$ cat config.mk
export PLATFORM = sky130hd
export DESIGN_NAME = product_accumulator
export DESIGN_NICKNAME = d
export VERILOG_FILES = /design/src/rtl/product_accumulator.sv
export SDC_FILE = /design/constraint.sdc
export NUM_CORES = 1
export LEC_CHECK = 0
export BUFFER_PORTS_ARGS = -buffer_cell sky130_fd_sc_hd__buf_2
export CORE_ASPECT_RATIO = 1.25
export CORE_MARGIN = 2
export CORE_UTILIZATION = 48
export CTS_CLUSTER_DIAMETER = 40
export DETAILED_ROUTE_END_ITERATION = 16
export PLACE_DENSITY = 0.66
export SYNTH_ARGS = -nofsm -noshare
export SYNTH_HDL_FRONTEND = slang
export SYNTH_SLANG_ARGS = --single-unit
$ cat constraint.sdc
create_clock -name clk -period 4.2 [get_ports clk]
set_input_delay 0.84 -clock clk [delete_from_list [all_inputs] [get_ports clk]]
set_output_delay 0.84 -clock clk [all_outputs]
set_load 0.01 [all_outputs]
$ cat src/rtl/product_accumulator.sv
// -----------------------------------------------------------------------------
// product_accumulator
//
// Purpose:
//   Downstream stage of the 6x2 combinational multiplier. Sums batches of COUNT
//   unsigned products taken over a valid/ready input handshake. Each finished
//   batch sum is presented over a valid/ready output handshake, together with a
//   per-batch sticky overflow flag.
//
// Handshake semantics (both sides):
//   A transfer happens on a rising clk edge where valid and ready are both 1.
//   The sender holds valid/data until that edge. valid without ready is ignored
//   and is not queued. On the input side, clear=1 drops any product offered in
//   the same cycle.
//
// Configuration macro:
//   SATURATE_EN - when defined, an add that carries out clamps the accumulator
//                 to 2^ACC_W-1. When undefined, the add wraps modulo 2^ACC_W.
//                 overflow is reported in both builds.
//
// Parameters:
//   PROD_W  product width (ACC_W >= PROD_W)
//   ACC_W   accumulator / sum width
//   COUNT   products per batch (COUNT >= 1)
//
// Ports:
//   clk        in   rising-edge clock
//   rst_n      in   asynchronous active-low reset
//   in_valid   in   product is valid
//   in_ready   out  block can accept a product (0 while in reset and in HOLD)
//   product    in   [PROD_W-1:0] unsigned multiplier output
//   clear      in   synchronous batch abort, highest priority below reset
//   out_valid  out  sum is valid (batch complete, waiting for consumer)
//   out_ready  in   consumer takes sum
//   sum        out  [ACC_W-1:0] batch sum, meaningful only while out_valid=1
//   overflow   out  sticky per batch: some add in this batch carried out
// -----------------------------------------------------------------------------
module product_accumulator #(
    parameter int PROD_W = 8,
    parameter int ACC_W  = 12,
    parameter int COUNT  = 4
) (
    input  logic              clk,
    input  logic              rst_n,
    input  logic              in_valid,
    output logic              in_ready,
    input  logic [PROD_W-1:0] product,
    input  logic              clear,
    output logic              out_valid,
    input  logic              out_ready,
    output logic [ACC_W-1:0]  sum,
    output logic              overflow
);

    localparam int CNT_W = $clog2(COUNT + 1);

    typedef enum logic [1:0] {
        IDLE  = 2'd0,
        ACCUM = 2'd1,
        HOLD  = 2'd2
    } state_t;

    state_t            state;
    state_t            state_next;
    logic [ACC_W-1:0]  acc;
    logic [ACC_W-1:0]  acc_next;
    logic [ACC_W-1:0]  sum_r;
    logic [ACC_W-1:0]  sum_next;
    logic [CNT_W-1:0]  cnt;
    logic [CNT_W-1:0]  cnt_next;
    logic              ovf;
    logic              ovf_next;
    logic              ready_en;
    logic              accept;
    logic              last;
    logic [ACC_W:0]    add_full;
    logic [ACC_W-1:0]  add_val;

    // ready_en keeps in_ready low during reset and raises it on the first
    // edge after release, independent of the FSM state.
    assign in_ready  = ready_en & (state != HOLD);
    assign out_valid = (state == HOLD);
    assign sum       = sum_r;
    assign overflow  = ovf;

    assign accept = in_valid & in_ready & ~clear;
    assign last   = (cnt == CNT_W'(COUNT - 1));

    // One extra bit on the add captures the carry-out used for overflow.
    assign add_full = {1'b0, acc} + {{(ACC_W + 1 - PROD_W){1'b0}}, product};

`ifdef SATURATE_EN
    assign add_val = add_full[ACC_W] ? {ACC_W{1'b1}} : add_full[ACC_W-1:0];
`else
    assign add_val = add_full[ACC_W-1:0];
`endif

    always_comb begin
        state_next = state;
        acc_next   = acc;
        cnt_next   = cnt;
        ovf_next   = ovf;
        sum_next   = sum_r;

        if (clear) begin
            state_next = IDLE;
            acc_next   = '0;
            cnt_next   = '0;
            ovf_next   = 1'b0;
        end else begin
            case (state)
                IDLE, ACCUM: begin
                    if (accept) begin
                        acc_next = add_val;
                        cnt_next = cnt + CNT_W'(1);
                        ovf_next = ovf | add_full[ACC_W];
                        if (last) begin
                            // Batch complete: capture the final sum directly
                            // from the adder so it is valid in HOLD.
                            state_next = HOLD;
                            sum_next   = add_val;
                        end else begin
                            state_next = ACCUM;
                        end
                    end
                end
                HOLD: begin
                    if (out_ready) begin
                        state_next = IDLE;
                        acc_next   = '0;
                        cnt_next   = '0;
                        ovf_next   = 1'b0;
                    end
                end
                default: begin
                    state_next = IDLE;
                    acc_next   = '0;
                    cnt_next   = '0;
                    ovf_next   = 1'b0;
                end
            endcase
        end
    end

    always_ff @(posedge clk or negedge rst_n) begin
        if (!rst_n) begin
            state    <= IDLE;
            acc      <= '0;
            cnt      <= '0;
            ovf      <= 1'b0;
            sum_r    <= '0;
            ready_en <= 1'b0;
        end else begin
            state    <= state_next;
            acc      <= acc_next;
            cnt      <= cnt_next;
            ovf      <= ovf_next;
            sum_r    <= sum_next;
            ready_en <= 1'b1;
        end
    end

endmodule

==> Flow_metrics.wiki <==
{| class="wikitable"
! Metric !! Value
|-
| Initial Util || between 40% and 50%
|-
| Sequence of cells on the critical path || buf_2 -> ha_1 -> inv_1 -> fa_1 -> nor2b_1 -> a221oi_2 -> o31ai_4 -> a31oi_1 -> o31a_1
|-
| Number of flops mapped to enable cells by yosys || 0
|-
| Type of the setup path with the least slack || input port to register
|-
| Final number of hold-violating endpoints || 0
|-
| Post-CTS setup-driven buffer insertion count || 0
|-
| Mean post-synth cell area || between 10 and 15 um2
|-
| PnR Total Power || approximately 0.65 mW
|-
| Share of flip-flops with an asynchronous set or reset || 100%
|-
| Number of routed nets with antenna violations || 0
|-
| Leading cell type in the layout, fill and taps excluded || dfrtp_1
|-
| # hold bufs at CTS || 0
|-
| Setup-failing EPs final || 0
|-
| Warnings, synthesis || 0
|-
| Area of all placed cells without fillers || 0.00193 mm2
|-
| Cell area after technology mapping || between 0.0015 and 0.002 mm2
|-
| Arr. time, crit path || roughly 2.6 ns
|-
| Largest family of logic cells by synthesized area || compound AO/OA/AOI/OAI gates
|-
| Largest net degree at the start of global routing || 32
|-
| Initial antenna violation count || 0
|-
| RSZ-0062 raised after global routing || no
|-
| Multiplexer area fraction after synthesis || 4.70%
|-
| Global-route wire length before repair || just under 6000 um
|-
| Vertical die dimension || ~70 um
|-
| Die area || around 0.0040 mm2
|-
| Class of the most critical hold timing path || register to register
|-
| IO Port Bufs || 27
|-
| FF-to-FF setup slack || 2.08 ns
|-
| Top fanout value on the critical path || 8
|-
| Family with the most delay on the worst path || compound AO/OA/AOI/OAI gates
|-
| Fraction of final layout cells with drive strength greater than 1 || between 20% and 30%
|-
| CTS resizes || 0
|-
| DP Area || 0.00185 mm2
|-
| Syn nets || between 150 and 200
|-
| Count of unresolved DRC violations after routing || 0
|-
| Vias after detailed routing || around 1,300
|-
| Width of the die || roughly 57 um
|-
| Post-layout minimum cycle time || roughly 2.4 ns
|-
| IO Pins || 28
|-
| Fraction of synthesized cell area in xor and xnor cells || about 4.2%
|-
| Detailed-placement wirelength estimate || 2380 um
|-
| Final sum of negative setup slack || 0 ns
|-
| Utilization after layout || 56.4%
|-
| Simple-gate share of the synthesized area || 12.6%
|-
| Slew at the pin closest to its max-slew limit || approximately 0.68 ns
|-
| Outcome || completed
|-
| Aggregate global routing overflow || 0
|-
| Antenna diodes || 0
|-
| Leakage || roughly 0.97 nW
|-
| Count of maximum capacitance violations || 0
|-
| Cts bufs inserted || 5
|-
| Clock tree from TritonCTS || built
|-
| Area grow syn2layout || 15.1%
|-
| Final layout net count || between 200 and 250
|-
| Final hold slack || around 0.47 ns
|-
| Maximum count of clock buffers along a single path || 2
|-
| Final clock period utilization by the worst path || a little under three fifths
|-
| H-tree level count || 2
|-
| Sinks on the clock net || 31
|-
| Maximum clock rate || 0.417 GHz
|-
| Max incr delay on CP || around 0.4 ns
|-
| Root buffer cell || clkbuf_8
|-
| Final Routed Wirelength || about 3300 um
|-
| Endpoint type of the worst setup path || register
|-
| Clock latency reported for the late side of the worst-skew pair || 0.29 ns
|-
| Worst Clk Skew || between 0.005 and 0.006 ns
|-
| Clock-pin slew reported for the worst setup and hold paths after clock tree synthesis || around 0.060 ns
|-
| Power per standard cell area || between 300 and 400 mW/mm2
|-
| Slew margin rel. || 54.6%
|-
| Top_reg_cell synth || dfrtp_1
|-
| Commonest cells after routing, fill and taps aside || dfrtp_1, buf_2, nand2_1
|-
| Adder-cell share of the synthesized area || 8.65%
|-
| First DRT Iteration DRCs || 21
|-
| Total of flip-flops plus latches after synthesis || 31
|-
| Startpoint type of the worst setup path || input port
|-
| Final estimated routing congestion in global placement || ~0.8
|-
| Number of search-and-repair iterations in the first detailed-routing pass || 4
|-
| Floorplan core area || between 0.003 and 0.004 mm2
|-
| Slowest cell on the critical path || fa_1
|-
| # rows || 24
|-
| Count of buffering cells on the critical path with inverters included || 2
|-
| Number of distinct standard cells referenced by the synthesized netlist || 43
|-
| Required time of the critical path || about 4.4 ns
|-
| Fraction of the mapped netlist area in compound gates || about 20%
|-
| Worst IR drop on VDD || ~0.25 mV
|-
| Sequential fraction of the synthesis area || 46.2%
|-
| Post-detailed-route via-to-cell ratio || 5.47
|-
| Post-Synthesis Cells || roughly 160
|-
| Average wire length per cell after detail routing || about 14 um
|-
| Vias in the first global route || about 1,300
|-
| Combined global-route utilization of all metal layers || 19.0%
|-
| Final count of pins violating max slew || 0
|-
| Count of filler cells inserted in the layout || 310
|}
==> where the power goes <==
part | leakage, nW | switching [mW] | internal [mW]
clock network | 0.0422 | 0.108 | 0.116
registers | 0.425 | 0.0117 | 0.312
logic | 0.503 | 0.0604 | 0.0445
total | 0.970 | 0.180 | 0.472
==> Yosys cell counts, types with 2 or more instances <==
| master | instances | area, um2 |
|---|---|---|
| nor2b_1 | 3 | 18.8 |
| xor2_1 | 2 | 17.5 |
| o21ai_0 | 3 | 15.0 |
| o21ai_1 | 7 | 35.0 |
| nand2_1 | 14 | 52.6 |
| o22ai_1 | 2 | 12.5 |
| nand2b_1 | 2 | 12.5 |
| and2_1 | 3 | 18.8 |
| clkbuf_1 | 4 | 15.0 |
| a21oi_1 | 5 | 25.0 |
| xnor2_1 | 6 | 52.6 |
| mux2_2 | 3 | 33.8 |
| nand3_1 | 2 | 10.0 |
| ha_1 | 10 | 125 |
| inv_1 | 8 | 30.0 |
| o21a_1 | 4 | 30.0 |
| a22o_1 | 8 | 70.1 |
| a21o_1 | 3 | 22.5 |
| mux2_1 | 4 | 45.0 |
| dfrtp_1 | 31 | 776 |
| nor2_1 | 8 | 30.0 |
| o31ai_1 | 4 | 30.0 |
| a31oi_1 | 2 | 12.5 |
| nor3_1 | 2 | 10.0 |
==> cell type report <==
class,count,area (um2),share of cell area [%]
sequential,31,776,40.2
clock buffer,7,76.3,3.95
inverter,8,30.0,1.56
multi-input combinational,115,852,44.1
tap,39,48.8,2.53
timing repair buffer,28,143,7.39
clock inverter,1,5.00,0.259
==> path summary, 6_finish.rpt <==
check	from	depth (start not counted)	end
min in group asynchronous	rst_n	1	sum[2]
min	sum[9]	2	sum[9]
max reg2reg	acc[0]	8	sum[10]
min reg2reg	sum[9]	2	sum[9]
max	product[0]	9	sum[10]
max in group asynchronous	rst_n	1	acc[7]
==> metrics by stage <==
stage                     cells  worst slack, ns
final                       229             1.80
after global routing        229             1.64
after CTS                   229             1.80
after detailed placement    221             1.51
after global placement      221             1.55
after floorplan             159             1.73
==> flip-flops by register name, summed over array words and instances, names as in the netlist <==
name and count:
cnt 3, state 2, overflow 1, acc 12
sum 12, ready_en 1
==> cells by family (layout without fill, tap and decap cells) <==
logic type	Yosys count	in the layout
AOI/OAI and AO/OA	46	46
and+or+nand+nor	42	42
DFF	31	31
buffers and inverters	13	44
adders and majority gates	11	11
xor gates and xnor gates	8	8
muxes	7	7
other	1	1
==> worst register-to-register path, delay by kind of cell (launching register included) <==
family | cells | cell delay [ns]
AND/OR/NAND/NOR | 1 | 0.20
flip-flops | 1 | 0.35
adder cells (fa/ha/maj) | 2 | 0.55
AO/OA/AOI/OAI | 4 | 0.85
buffers and inverters | 1 | 0.06
==> per-layer routing <==
layer	share of wire, %	global-route usage [%]
met1	45	21.9
met4	1.7	7.24
met5	0	0
met3	3.7	5.74
met2	50	32.4
Power figures use the tool's default switching activity.
